File: config.mk
export PLATFORM = sky130hd
export DESIGN_NAME = nf10_axis_pkt_gen
export DESIGN_NICKNAME = d
export VERILOG_FILES = /design/src/rtl/nf10_axis_pkt_gen.sv
export SDC_FILE = /design/constraint.sdc
export NUM_CORES = 1
export LEC_CHECK = 0
export BUFFER_PORTS_ARGS = -buffer_cell sky130_fd_sc_hd__clkbuf_2
export CORE_AREA = 2 2 180 182
export DETAILED_ROUTE_END_ITERATION = 16
export DIE_AREA = 0 0 182 184
export PLACE_DENSITY = 0.67
export SLEW_MARGIN = 20
export SYNTH_ARGS = -nofsm -noshare
export SYNTH_HDL_FRONTEND = slang
export SYNTH_SLANG_ARGS = --single-unit
export TNS_END_PERCENT = 100
File: constraint.sdc
create_clock -name aclk -period 4.4 [get_ports aclk]
set_clock_uncertainty 0.15 [all_clocks]
set_input_delay 0.44 -clock aclk [delete_from_list [all_inputs] [get_ports aclk]]
set_output_delay 0.44 -clock aclk [all_outputs]
set_load 0.05 [all_outputs]
File: src/rtl/nf10_axis_pkt_gen.sv
// AXI-Stream packet generator: on start, emits num_pkts packets of pkt_len bytes
// whose payload is the running byte index, with length/source/index metadata on tuser.
`timescale 1ns/1ps
module nf10_axis_pkt_gen #(
  parameter int unsigned C_M_AXIS_DATA_WIDTH  = 256,
  parameter int unsigned C_M_AXIS_TUSER_WIDTH = 128
) (
  input  logic                              aclk,
  input  logic                              aresetn,
  input  logic                              start,
  input  logic [15:0]                       pkt_len,
  input  logic [7:0]                        num_pkts,
  input  logic [7:0]                        src_port,
  output logic [C_M_AXIS_DATA_WIDTH-1:0]    m_axis_tdata,
  output logic [C_M_AXIS_DATA_WIDTH/8-1:0]  m_axis_tstrb,
  output logic [C_M_AXIS_TUSER_WIDTH-1:0]   m_axis_tuser,
  output logic                              m_axis_tvalid,
  input  logic                              m_axis_tready,
  output logic                              m_axis_tlast,
  output logic                              busy,
  output logic [7:0]                        counter,
  output logic                              activity_send
);

  localparam int unsigned BYTES  = C_M_AXIS_DATA_WIDTH / 8;
  localparam int unsigned BEAT_W = 12;

  typedef enum logic {IDLE = 1'b0, SEND = 1'b1} state_e;

  state_e                            state_q, state_d;
  logic [15:0]                       len_q, len_d;
  logic [7:0]                        npkts_q, npkts_d;
  logic [7:0]                        src_q, src_d;
  logic [BEAT_W-1:0]                 beat_q, beat_d;
  logic [7:0]                        pkt_idx_q, pkt_idx_d;
  logic [7:0]                        counter_q, counter_d;
  logic                              act_q, act_d;
  logic [C_M_AXIS_DATA_WIDTH-1:0]    tdata_q, tdata_d;
  logic [BYTES-1:0]                  tstrb_q, tstrb_d;
  logic [C_M_AXIS_TUSER_WIDTH-1:0]   tuser_q, tuser_d;
  logic                              tlast_q, tlast_d;

  logic                              xfer;
  logic                              last_beat;
  logic [BEAT_W-1:0]                 nbeats;
  int unsigned                       rem;

  // State register and registered beat payload.
  always_ff @(posedge aclk or negedge aresetn) begin
    if (!aresetn) begin
      state_q   <= IDLE;
      len_q     <= '0;
      npkts_q   <= '0;
      src_q     <= '0;
      beat_q    <= '0;
      pkt_idx_q <= '0;
      counter_q <= '0;
      act_q     <= 1'b0;
      tdata_q   <= '0;
      tstrb_q   <= '0;
      tuser_q   <= '0;
      tlast_q   <= 1'b0;
    end else begin
      state_q   <= state_d;
      len_q     <= len_d;
      npkts_q   <= npkts_d;
      src_q     <= src_d;
      beat_q    <= beat_d;
      pkt_idx_q <= pkt_idx_d;
      counter_q <= counter_d;
      act_q     <= act_d;
      tdata_q   <= tdata_d;
      tstrb_q   <= tstrb_d;
      tuser_q   <= tuser_d;
      tlast_q   <= tlast_d;
    end
  end

  // Next-state logic; the payload is built from the next beat position so it is
  // already registered when that beat is presented.
  always_comb begin
    state_d   = state_q;
    len_d     = len_q;
    npkts_d   = npkts_q;
    src_d     = src_q;
    beat_d    = beat_q;
    pkt_idx_d = pkt_idx_q;
    counter_d = counter_q;
    act_d     = 1'b0;
    tdata_d   = '0;
    tstrb_d   = '0;
    tuser_d   = '0;
    tlast_d   = 1'b0;
    xfer      = m_axis_tvalid && m_axis_tready;

    case (state_q)
      IDLE: begin
        if (start && (pkt_len != 16'd0) && (num_pkts != 8'd0)) begin
          state_d   = SEND;
          len_d     = pkt_len;
          npkts_d   = num_pkts;
          src_d     = src_port;
          beat_d    = '0;
          pkt_idx_d = '0;
        end
      end
      SEND: begin
        if (xfer) begin
          if (tlast_q) begin
            counter_d = counter_q + 8'd1;
            act_d     = 1'b1;
            beat_d    = '0;
            if (pkt_idx_q == npkts_q - 8'd1) begin
              state_d = IDLE;
            end else begin
              pkt_idx_d = pkt_idx_q + 8'd1;
            end
          end else begin
            beat_d = beat_q + BEAT_W'(1);
          end
        end
      end
      default: state_d = IDLE;
    endcase

    nbeats    = BEAT_W'((32'(len_d) + BYTES - 1) / BYTES);
    rem       = 32'(len_d) % BYTES;
    last_beat = (beat_d == nbeats - BEAT_W'(1));

    if (state_d == SEND) begin
      tlast_d        = last_beat;
      tuser_d[15:0]  = len_d;
      tuser_d[23:16] = src_d;
      tuser_d[39:32] = pkt_idx_d;
      for (int unsigned j = 0; j < BYTES; j++) begin
        if (!last_beat || (rem == 0) || (j < rem)) begin
          tstrb_d[j]         = 1'b1;
          tdata_d[8*j +: 8]  = 8'(32'(beat_d) * BYTES + j);
        end
      end
    end
  end

  assign m_axis_tvalid = (state_q == SEND);
  assign busy          = (state_q == SEND);
  assign m_axis_tdata  = tdata_q;
  assign m_axis_tstrb  = tstrb_q;
  assign m_axis_tuser  = tuser_q;
  assign m_axis_tlast  = tlast_q;
  assign counter       = counter_q;
  assign activity_send = act_q;

endmodule

# Yosys cells after proc, flatten, opt, wreduce, memory -nomap -nowiden
# Index checks and enable logic that the tools add are counted.
dict set report word_totals {
  ff_bits 383
  output_inout_bits 428
}
dict set report op_classes {
  n_addsub 38
  n_lt_le_gt_ge 32
  eq_ne 2
  muxes 90
  bitwise_logic 1
  reduce_logical 42
}
# cell n
set op_table {}
lappend op_table {{2-to-1 mux 8 bit} 39}
lappend op_table {{2-to-1 mux 256 bit} 1}
lappend op_table {{adder 8 x 5 -> 8 bit (second input constant)} 16}
lappend op_table {{less-than comparator 5 bit (first input constant)} 16}
lappend op_table {{adder 8 x 4 -> 8 bit (second input constant)} 8}
lappend op_table {{less-than comparator 4 x 5 -> 1 bit (first input constant)} 8}
lappend op_table {{2-to-1 mux 1 bit} 40}
lappend op_table {{2-to-1 mux 12 bit} 3}
lappend op_table {{logical OR 1 bit} 33}
lappend op_table {{adder 8 x 3 -> 8 bit (second input constant)} 4}
lappend op_table {{zero test 32 bit} 1}
lappend op_table {{2-to-1 mux 16 bit} 2}
lappend op_table {{2-to-1 mux 32 bit} 1}
lappend op_table {{adder 8 x 1 -> 8 bit (second input constant)} 3}
lappend op_table {{2-to-1 mux 24 bit} 1}
lappend op_table {{one-hot mux 12 bit (2 select lines)} 1}
lappend op_table {{less-than comparator 3 x 5 -> 1 bit (first input constant)} 4}
lappend op_table {{adder 16 x 6 -> 17 bit (second input constant)} 1}
lappend op_table {{subtractor 17 x 1 -> 17 bit (second input constant)} 1}
lappend op_table {{adder 8 x 2 -> 8 bit (second input constant)} 2}
lappend op_table {{one-hot mux 8 bit (2 select lines)} 1}
lappend op_table {{nonzero test 16 bit} 1}
lappend op_table {{adder 12 x 1 -> 12 bit (second input constant)} 1}
lappend op_table {{equality test 12 bit} 1}
lappend op_table {{12 further kinds} 16}

# Longest topological paths before layout
# Gate-level depths: netlist (run 1).
dict set report logic_depth {
  word_depth 14
  ltp_mapped 22
  depth_no_buf 14
}

# Least setup slack after synthesis (run 1)
# OpenSTA, ideal clock, no wires.
dict set report synth_timing {
  path_kind {in2reg}
  start {input port num_pkts[5]}
  end {register tdata_q[205] (netlist: m_axis_tdata[205])}
  setup_time_ns 0.083
  arrival_ns 4.630
  slack_ns -0.463
  stages 20
  cell_sequence {or4_4 o21a_1 buf_6 o21ai_4 buf_6 buf_4 clkbuf_1 clkbuf_1 a31oi_1 xnor2_1 ha_1 o21ai_0 a2111oi_2 o21ai_1 o21a_1 o32ai_4 nand2_2 buf_4 buf_4 a31oi_1}
}
dict set report synth_via {
  elab_chain_cells 13
  elab_cells_between_ends 20
  cone_classes {add/sub (4); order compare (1); eq/ne (1); mux (8); reduce/logical (6)}
}
# element line
set synth_rtl {}
lappend synth_rtl {{from (decl)} 12} ;# input logic [7:0] num_pkts,
lappend synth_rtl {{nonzero test 8 bit (*)} 98} ;# if (start && (pkt_len != 16'd0) && (num_pkts != 8'd0)) begin
lappend synth_rtl {{logical AND 1 bit (*)} 98}
lappend synth_rtl {{2-to-1 mux 16 bit} 98}
lappend synth_rtl {{2-to-1 mux 16 bit} 96} ;# case (state_q)
lappend synth_rtl {{adder 16 x 6 -> 17 bit} 126} ;# nbeats = BEAT_W'((32'(len_d) + BYTES - 1) / BYTES);
lappend synth_rtl {{subtractor 17 x 1 -> 17 bit} 126}
lappend synth_rtl {{subtractor 12 x 1 -> 12 bit} 128} ;# last_beat = (beat_d == nbeats - BEAT_W'(1));
lappend synth_rtl {{equality test 12 bit} 128}
lappend synth_rtl {{zero test 1 bit} 136} ;# if (!last_beat || (rem == 0) || (j < rem)) begin
lappend synth_rtl {{logical OR 1 bit (2 in a row)} 136}
lappend synth_rtl {{2-to-1 mux 8 bit} 136}
lappend synth_rtl {{2-to-1 mux 256 bit (*)} 130} ;# if (state_d == SEND) begin
lappend synth_rtl {{named net tdata_d[205]} 38} ;# logic [C_M_AXIS_DATA_WIDTH-1:0] tdata_q, tdata_d;
lappend synth_rtl {{to (signal assigned)} 72} ;# tdata_q <= tdata_d;
lappend synth_rtl {{to (decl)} 38}
# Mark *: on every way through the listed nets, which the timed path passes. The rest lies on a longest branch.
# A chain may end at the register's enable or synchronous reset.

# Final worst setup path (run 1)
dict set report layout_timing {
  start {input port num_pkts[5]}
  end {register tstrb_q[3] (netlist: m_axis_tstrb[3])}
}
dict set report layout_via {
  elab_chain_cells 13
  elab_cells_between_ends 19
  cone_classes {add/sub (3); order compare (1); eq/ne (1); mux (8); reduce/logical (6)}
}
# element line
set layout_rtl {}
lappend layout_rtl {{nonzero test 8 bit (*)} 98}
lappend layout_rtl {{logical AND 1 bit (*)} 98}
lappend layout_rtl {{2-to-1 mux 16 bit} 98}
lappend layout_rtl {{2-to-1 mux 16 bit} 96}
lappend layout_rtl {{adder 16 x 6 -> 17 bit} 126}
lappend layout_rtl {{subtractor 17 x 1 -> 17 bit} 126}
lappend layout_rtl {{subtractor 12 x 1 -> 12 bit} 128}
lappend layout_rtl {{equality test 12 bit} 128}
lappend layout_rtl {{zero test 1 bit} 136}
lappend layout_rtl {{logical OR 1 bit (2 in a row)} 136}
lappend layout_rtl {{2-to-1 mux 1 bit} 136}
lappend layout_rtl {{2-to-1 mux 32 bit (*)} 130}
lappend layout_rtl {{to (signal assigned)} 73} ;# tstrb_q <= tstrb_d;
lappend layout_rtl {{to (decl)} 39} ;# logic [BYTES-1:0] tstrb_q, tstrb_d;
# Mark *: on every way between the ends. The rest lies on a longest branch, timed or not.

==> impl_results.md, run 1 <==
- Status: finished clean
- Post-synth EDFFs: 0
- Clk root buf: clkbuf_16
- Register area share after synthesis: 47.5%
- Die Height: 184 um
- Buffers added on ports: 287
- Mean number of vias per cell: 4.93
- Critical path class: primary input to flop
- First-pass GRT wire length: 48,100 um
- Flop pwr share: 33.8%
- Share of layout cells above drive strength 1: 28.7%
- Max cap viols: 0
- Num Clock Sinks: 223
- NumNets Final: 1,466
- Drt total wl: 32,100 um
- Synth Cell Area: 11,700 um2
- Post-DP HPWL: 22,900 um
- Fmax: 239 MHz
- GPL Wtd Cong: 0.956
- Final Hold Vio Count: 0
- FF-to-FF path depth: 15
- CTS buffer count: 22
- CP arrival: 4.37 ns
- Area occupied by multi-input gates: 4530 um2
- Register Area: 5580 um2
- Mean Syn Cell Area: 9.91 um2
- Post-synth cell types: 77
- Max rail drop VDD: 0.000284 V
- Combinational Power Share: 41.2%
- Register-to-register setup slack: 0.62 ns
- Cell count after synthesis: 1,185
- Final worst path period share: 95.1%
- Worst-path clk slew: 0.06 ns
- GRT Overall Usage: 18.2%
- DR WL/cell: 17.4 um
- Clk pwr share: 25.0%
- Initial Utilization: 37.4%
- Leakage Power: 6.49 nW
- Clock tree from TritonCTS: done
- Util after Layout: 43.4%
- Iter 0 DRT Violations: 635
- Sw power: 0.00359 W
- Fin crit period: 4.18 ns
- Min-delay src: num_pkts[0]
- Endpoints failing setup: 0
- First-pass DRT Iterations: 5
- Initial antenna violation count: 0
- Flip-flop and latch count after synthesis: 223
- Gr ovfl total: 0
- Via count: 9,086
- Pin count of the biggest net entering global routing: 80
- H-tree depth: 1
- Worst Hold Depth: 3
- Synth-to-layout area growth: 15.9%
- Worst slew pin tran: 1.00 ns
- Critical path required time: 4.59 ns
- Internal: 0.00432 W
- Setup TNS Final: 0 ns
- Min-Delay Path Class: primary input to flop
- R2R Path End: m_axis_tstrb[3]
- Net Sw Frac: 45.4%
- IO Count: 464
- Die X: 182 um
- ANT nets after route: 0
- DRC Markers: 0
- Startpoint types: primary input
- Vias in the first global route: 8,494
- Largest fanout on the critical path: 12
- Crit. End Element: flop
- CTS max path bufs: 3
- Final Max Tran Viols: 0
- Slew HR: 32.7%
- Async S/R FF share, synth: 100%
- Hold Path Sink: npkts_q[0]
- Clk Latency, worst-skew pair: 0.51 ns
- FILL cells: 3,081
- Post-synth top flop: dfrtp_1
- Yosys Warn Count: 0
- R2r startpoint: busy
- Rows: 65
- Core area: 31,400 um2
- Ant. Diodes: 0
- Die ar.: 33,500 um2
- Pwr Density: 581 nW/um2
sequential cells by signal, summed over array words and instances, names as in the netlist:
register / count
src_q: 8
counter: 8
m_axis_tlast: 1
activity_send: 1
pkt_idx_q: 8
npkts_q: 8
busy: 1
beat_q: 12
m_axis_tdata: 97
m_axis_tuser: 32
len_q: 16
m_axis_tstrb: 31
metal layers:
| metal | up-vias | global-route usage (%) | routed length (um) |
|---|---|---|---|
| li1 | 4186 | - | - |
| met4 | 0 | 5.68 | 782 |
| met2 | 426 | 31.6 | 15900 |
| met3 | 50 | 2.95 | 2140 |
| met5 | - | 0 | 0 |
| met1 | 4424 | 23.2 | 13300 |
power by group through the flow:
stage                     clock [W]  combinational [W]  sequential (W)
after floorplan                   0            0.00134         0.00391
after global placement            0            0.00320         0.00271
after detailed placement          0            0.00323         0.00271
after CTS                   0.00202            0.00325         0.00268
after global routing        0.00211            0.00345         0.00272
final                       0.00198            0.00326         0.00267
critical path, cell delays in order:
cell and delay [ns]:
dlygate4sd3_1 0.53, clkbuf_2 0.12, or4_4 0.59, o21a_1 0.25
o21ai_4 0.10, mux2i_1 0.31, ha_2 0.25, o21ai_2 0.07
a2111o_1 0.32, a21oi_2 0.29, or3_1 0.17, nand4_1 0.09
and4b_4 0.36, buf_4 0.15, buf_4 0.17, a41oi_1 0.15
worst max path at each step:
| stage | slack (ns) | depth (start not counted) | start | endpoint |
|---|---|---|---|---|
| floorplan | 0.003 | 20 | num_pkts[5] | m_axis_tdata[205] |
| global placement | 0.25 | 15 | num_pkts[5] | m_axis_tdata[166] |
| detailed placement | 0.17 | 16 | num_pkts[5] | m_axis_tdata[39] |
| CTS | 0.14 | 17 | num_pkts[5] | m_axis_tdata[39] |
| global route | -0.003 | 16 | num_pkts[5] | m_axis_tdata[111] |
| finish | 0.22 | 16 | num_pkts[5] | m_axis_tstrb[3] |
cells in the mapped netlist, types with 17 or more instances:
cell	count	share of area [%]
a21oi_1	97	4.1
clkbuf_1	23	0.74
mux2i_1	23	2.0
buf_4	268	17
nor2_1	43	1.4
xnor2_1	24	1.8
nor3_1	34	1.4
nand3_1	17	0.72
o21ai_0	26	1.1
inv_1	35	1.1
a31oi_1	73	3.9
nand2_1	91	2.9
dfrtp_1	223	48
final cells by class:
cell class                 instances  area share (%)
clock buffer                      31            4.67
sequential                       223            41.0
inverter                          36           0.992
multi-input combinational        786            33.2
tap                              402            3.69
timing repair buffer             356            15.5
clock inverter                     8           0.891
placed cells by master, fill, tap and decap left out, drive strengths merged, types with 14 or more instances in the layout:
master,synthesis,routed
clkbuf,23,319
dfrtp,223,223
conb,1,176
a21oi,97,97
nand2,92,92
a31oi,73,73
buf,292,53
nor2,43,43
inv,36,36
nor3,35,35
o21ai,32,32
xnor2,24,24
mux2i,24,24
nand3,18,18
nand4,16,16
dlygate4sd3,0,15
xor2,14,14
stage by stage:
step / power [W] / area, um2 / std cells / hold slack [ns] / setup WS (ns)
2_1_floorplan: 0.00525 / 12400 / 1360 / -0.00559 / 0.00284
3_3_place_gp: 0.00591 / 12600 / 1784 / 0.301 / 0.250
3_5_place_dp: 0.00594 / 12600 / 1784 / 0.308 / 0.167
4_1_cts: 0.00794 / 13500 / 1838 / 0.0236 / 0.143
5_1_grt: 0.00827 / 13600 / 1842 / 0.0289 / -0.00263
6_report: 0.00791 / 13600 / 1842 / 0.0404 / 0.217
timing repair:
action	CTS	global route
setup buffers	0	2
hold buffers	15	0
setup endpoints to repair	0	124
hold endpoints to repair	90	0
resized for setup	0	9
cells by family (layout without fill, tap and decap cells):
kind of cell             count (synthesis)  after routing  synth area share [%]
multiplexers                            26             26                  2.27
other                                    1            176                0.0319
flip-flops                             223            223                  47.5
AND/OR/NAND/NOR                        264            264                  11.1
AO/OA/AOI/OAI                          277            277                  15.6
XOR/XNOR                                38             38                  2.83
adder cells (fa/ha/maj)                  5              5                 0.533
buffers and inverters                  351            431                  20.1
Note: power is estimated with default switching activity, not from simulation.
==> run 2: changes to the inputs <==
==> constraint.sdc (replaced) <==
create_clock -name aclk -period 4.4 [get_ports aclk]
set_clock_uncertainty 0.15 [all_clocks]
set_input_delay 0.22 -clock aclk [delete_from_list [all_inputs] [get_ports aclk]]
set_output_delay 0.22 -clock aclk [all_outputs]
set_load 0.05 [all_outputs]
==> run 2 against run 1 <==
Maximum frequency rose by 0.96%; routed wire length fell by 1.2%; sequential power barely moved; final cell count rose by 0.16%; combinational power fell by 1%; worst hold slack got worse by 0.011 ns; via count fell by 1.0%; register-to-register slack got worse by 0.09 ns; final area fell by 0.40%; critical endpoint is now m_axis_tdata[22]; largest power group unchanged.
==> impl_results.md, run 2 (same netlist as run 1, synthesis figures left out) <==
- Status: finished clean
- Leakage Power: 6.48 nW
- Hold Path Sink: len_q[1]
- Clock tree from TritonCTS: done
- Critical path required time: 4.63 ns
- Die X: 182 um
- Synth-to-layout area growth: 15.5%
- Pwr Density: 581 nW/um2
- NumNets Final: 1,468
- Die ar.: 33,500 um2
- Initial Utilization: 37.4%
- Place WS: 0.311 ns
- Setup Fix Bufs, Post-CTS: 0
- Fin crit period: 4.14 ns
- GRT Overall Usage: 18.0%
- Cell area after layout: 13,600 um2
- Worst slew pin tran: 0.984 ns
- Worst Hold Depth: 4
- Core area: 31,400 um2
- Final Hold Vio Count: 0
- Fmax: 241 MHz
- Endpoints failing setup: 0
- Crit. End Element: flop
- R2R Path End: m_axis_tdata[149]
- Num Clock Sinks: 223
- Worst path max stage delay: 0.67 ns
- Slew HR: 33.9%
- First-pass DRT Iterations: 5
- Final worst path period share: 94.2%
- CTS buffer count: 22
- First-pass GRT wire length: 47,700 um
- DR WL/cell: 17.2 um
- Min-Delay Path Class: primary input to flop
- Pin count of the biggest net entering global routing: 101
- Critical path class: primary input to flop
- Iter 0 DRT Violations: 619
- CP max stage cell: or4_4
- RSZ-0062 raised after global routing: no
- Min-delay src: pkt_len[1]
- CTS max path bufs: 3
- H-tree depth: 1
- Drt total wl: 31,700 um
- Crit path cell chain: dlygate4sd3_1 -> clkbuf_2 -> or4_4 -> o21a_1 -> o21ai_4 -> buf_4 -> mux2_2 -> nor3b_2 -> a21oi_1 -> or4_4 -> a2111oi_4 -> a21oi_1
- Die Height: 184 um
- Most common cell after layout, fill and taps aside: clkbuf_2
- Clk root buf: clkbuf_16
- GPL Wtd Cong: 0.890
- Rows: 65
- Mean number of vias per cell: 4.87
- Initial antenna violation count: 0
- Worst-path clk slew: 0.06 ns
- Via count: 8,991
- Ant. Diodes: 0
- Register-to-register setup slack: 0.53 ns
- Startpoint types: primary input
- Gr ovfl total: 0
- Final WS setup: 0.257 ns
- Commonest non-fill, non-tap cells in the layout: clkbuf_2, dfrtp_1, conb_1
- Share of layout cells above drive strength 1: 27.9%
- Largest fanout on the critical path: 16
- Buffers added on ports: 287
- CP arrival: 4.37 ns
- DRC Markers: 0
- Vias in the first global route: 8,285
- IO Count: 464
- Final Max Tran Viols: 0
- FF-to-FF path depth: 15
- Max FFs per register: 97
- Max cap viols: 0
- Setup TNS Final: 0 ns
- Max rail drop VDD: 0.000326 V
- Placement Cell Area: 12,500 um2
- R2r startpoint: busy
- WHS: 0.0292 ns
- Post-DP HPWL: 23,000 um
- Clk Latency, worst-skew pair: 0.51 ns
- ANT nets after route: 0
[run 2: power by group]
| group | switching, W | internal (W) |
|---|---|---|
| clock network | 0.000800 | 0.00117 |
| logic | 0.00257 | 0.000654 |
| registers | 0.000219 | 0.00247 |
[run 2: area by class of cell]
| class | instances | area, um2 |
|---|---|---|
| Tap cell | 402 | 503 |
| Clock inverter | 8 | 130 |
| Sequential cell | 223 | 5580 |
| Timing Repair Buffer | 358 | 2080 |
| Clock buffer | 32 | 628 |
| Inverter | 36 | 135 |
| Multi-Input combinational cell | 786 | 4510 |
| Fill cell | 3055 | 17800 |
[run 2: metrics by stage]
step,total power (W),cells,utilization (%)
global placement,0.00589,1780,40.0
global route,0.00823,1845,43.2
floorplan,0.00525,1360,-
CTS,0.00794,1845,43.2
finish,0.00788,1845,43.2
detailed placement,0.00593,1780,40.0
[run 2: timing repair]
action,CTS,global route
resized for setup,0,3
setup endpoints to repair,0,119
hold endpoints to repair,134,0
hold buffers,25,0
[run 2: critical path, delay by kind of cell]
family                 cells  cell delay (ns)
AO/OA/AOI/OAI              5             1.14
multiplexers               1             0.41
AND/OR/NAND/NOR            3             1.58
buffers and inverters      3             1.00
[run 2: worst max-delay path by stage]
stage,from,to,cells after the start
after floorplan,num_pkts[5],m_axis_tdata[222],21
after global placement,num_pkts[5],m_axis_tstrb[29],16
after detailed placement,num_pkts[5],m_axis_tdata[245],16
after CTS,num_pkts[5],m_axis_tdata[245],17
after global routing,num_pkts[1],m_axis_tdata[183],17
final,num_pkts[1],m_axis_tdata[22],12
[run 2: metal layers]
metal  share of wire (%)  vias up  GRT usage, %
met3                 6.7       47          2.22
li1                    -     4169             -
met2                  50      428          31.6
met1                  41     4347          23.5
met4                 2.2        0          5.16
met5                   0        -             0
==> run 3: changes to the inputs <==
--- a/config.mk
+++ b/config.mk
@@ -8,6 +8,6 @@
 export BUFFER_PORTS_ARGS = -buffer_cell sky130_fd_sc_hd__clkbuf_2
-export CORE_AREA = 2 2 180 182
+export CORE_ASPECT_RATIO = 0.7
+export CORE_UTILIZATION = 30
 export DETAILED_ROUTE_END_ITERATION = 16
-export DIE_AREA = 0 0 182 184
-export PLACE_DENSITY = 0.67
+export PLACE_DENSITY = 0.57
 export SLEW_MARGIN = 20
--- a/constraint.sdc
+++ b/constraint.sdc
@@ -4,2 +4,2 @@
 set_output_delay 0.22 -clock aclk [all_outputs]
-set_load 0.05 [all_outputs]
+set_load 0.1 [all_outputs]
==> run 3 against run 2 <==
Sequential share of layout area is 1.6 points lower; non-clock buffer count is 21 higher; register-to-register slack worse by 0.10 ns; worst hold slack better by 0.013 ns; sequential power hardly changed; global-route usage is 1.5 points lower; critical path type unchanged; largest power group unchanged.
==> impl_results.md, run 3 (same netlist as run 1, synthesis figures left out) <==
- Status: finished clean
- Worst path max stage delay: 0.56 ns
- Via count: 9,134
- Crit path cell chain: dlygate4sd3_1 -> clkbuf_2 -> or4_4 -> o21ai_4 -> a31oi_4 -> mux2i_2 -> xnor2_1 -> ha_2 -> o21ai_0 -> a2111o_1 -> a21oi_1 -> o21ai_0 -> a2111oi_0 -> and4b_4 -> buf_4 -> a31oi_1
- Max cap viols: 0
- Fmax: 240 MHz
- Final Hold Vio Count: 0
- Fin crit period: 4.17 ns
- FILL cells: 3,911
- Num Clock Sinks: 223
- Setup Fix Bufs, Post-CTS: 0
- Vias in the first global route: 8,508
- R2r startpoint: busy
- R2R Path End: m_axis_tdata[253]
- Max rail drop VDD: 0.000548 V
- Pwr Density: 706 nW/um2
- Core area: 38,500 um2
- Clk Latency, worst-skew pair: 0.54 ns
- Gr ovfl total: 0
- Setup TNS Final: 0 ns
- Post-DP HPWL: 24,300 um
- Largest fanout on the critical path: 13
- Endpoints failing setup: 0
- Min-Delay Path Class: primary input to flop
- Critical path required time: 4.63 ns
- GRT Overall Usage: 16.6%
- DRC Markers: 0
- CTS buffer count: 25
- Mean number of vias per cell: 4.57
- Clock tree from TritonCTS: done
- Die ar.: 40,000 um2
- Most used cell, CP: o21ai_0
- ANT nets after route: 0
- Iter 0 DRT Violations: 601
- Critical path class: primary input to flop
- Clk root buf: clkbuf_16
- CTS max path bufs: 3
- Final worst path period share: 94.7%
- CP max stage cell: dlygate4sd3_1
- Startpoint types: primary input
- Max FFs per register: 97
- Synth-to-layout area growth: 20.1%
- First-pass DRT Iterations: 5
- GPL Wtd Cong: 0.873
- DR WL/cell: 17.0 um
- Drt total wl: 34,000 um
- Crit path from: num_pkts[4]
- Fin cells: 1,999
- Die X: 238 um
- Register-to-register setup slack: 0.43 ns
- Slew HR: 30.5%
- First-pass GRT wire length: 51,400 um
- Worst-path clk slew: 0.06 ns
- CP arrival: 4.40 ns
- Buffers added on ports: 287
- Number of instances in the placed design: 1,922
- Most common cell after layout, fill and taps aside: clkbuf_2
- Worst slew pin tran: 1.03 ns
- Share of layout cells above drive strength 1: 29.5%
- Pin count of the biggest net entering global routing: 153
- H-tree depth: 1
- Commonest non-fill, non-tap cells in the layout: clkbuf_2, dfrtp_1, conb_1
- RSZ-0062 raised after global routing: no
- IO Count: 464
- FF-to-FF path depth: 14
- NumNets Final: 1,492
- WHS: 0.0426 ns
- Die Height: 168 um
- Final Max Tran Viols: 0
- Initial antenna violation count: 2
- Initial Utilization: 30.5%
- Leakage Power: 6.66 nW
- Rows: 60
- Setup crit end: m_axis_tdata[253]
- Crit. End Element: flop
==> run 3: cell count changes in the layout (fill, tap and decap cells not counted), sizes merged <==
cell and delta:
buf +17, clkbuf -1, clkinv +2, clkinvlp +2, diode +2, dlygate4sd3 +4, inv +3
==> run 3: cell type report <==
cell class                 count  area, um2  share of cell area [%]
antenna                        2       5.00                  0.0355
clock buffer                  31        698                    4.95
clock inverter                15        174                    1.23
inverter                      36        135                   0.958
multi-input combinational    786       4550                    32.3
sequential                   223       5580                    39.6
tap                          527        659                    4.68
timing repair buffer         379       2300                    16.3
==> run 3: worst max-delay path, delay by kind of cell <==
kind	cells	cell delay (ns)
buffers and inverters	3	0.94
adder cells (fa/ha/maj)	1	0.23
multiplexers	1	0.25
AND/OR/NAND/NOR	2	1.02
XOR/XNOR	1	0.18
AO/OA/AOI/OAI	8	1.54
==> run 3: timing repair <==
item | in CTS | in global routing
hold endpoints to repair | 112 | 0
setup endpoints to repair | 0 | 125
resized for setup | 0 | 5
hold buffers | 29 | 0
==> run 3: metal layers <==
metal	part of all wire (%)	global-route usage [%]	vias to the layer above
li1	-	-	4236
met1	48	24.6	4510
met2	44	24.6	348
met3	5.9	3.38	40
met4	1.7	3.54	0
met5	0	0	-
==> run 3: worst min-delay path by stage <==
stage | startpoint | end | slack, ns | cells past startpoint
floorplan | aresetn | activity_send | -0.23 | 0
global placement | aresetn | src_q[2] | 0.08 | 1
detailed placement | aresetn | m_axis_tuser[19] | 0.08 | 1
CTS | pkt_len[4] | len_q[4] | 0.009 | 4
global route | m_axis_tready | m_axis_tdata[5] | 0.05 | 4
finish | m_axis_tready | m_axis_tdata[5] | 0.04 | 4
==> run 3: power by group <==
| part | leakage, nW | total (W) | switching, W | internal, W |
|---|---|---|---|---|
| Combinational | 3.63 | 0.00507 | 0.00437 | 0.000696 |
| Sequential | 2.60 | 0.00267 | 0.000207 | 0.00247 |
| Clock | 0.430 | 0.00221 | 0.000900 | 0.00131 |
==> run 3: metrics by stage <==
stage          utilization, %  cell area, um2  setup slack, ns  total power [W]
2_1_floorplan               -           12400          0.00519          0.00696
3_3_place_gp             33.5           12900            0.277          0.00774
3_5_place_dp             33.5           12900            0.233          0.00775
4_1_cts                  36.5           14100            0.236           0.0100
5_1_grt                  36.6           14100           0.0268           0.0103
6_report                 36.6           14100            0.234          0.00995
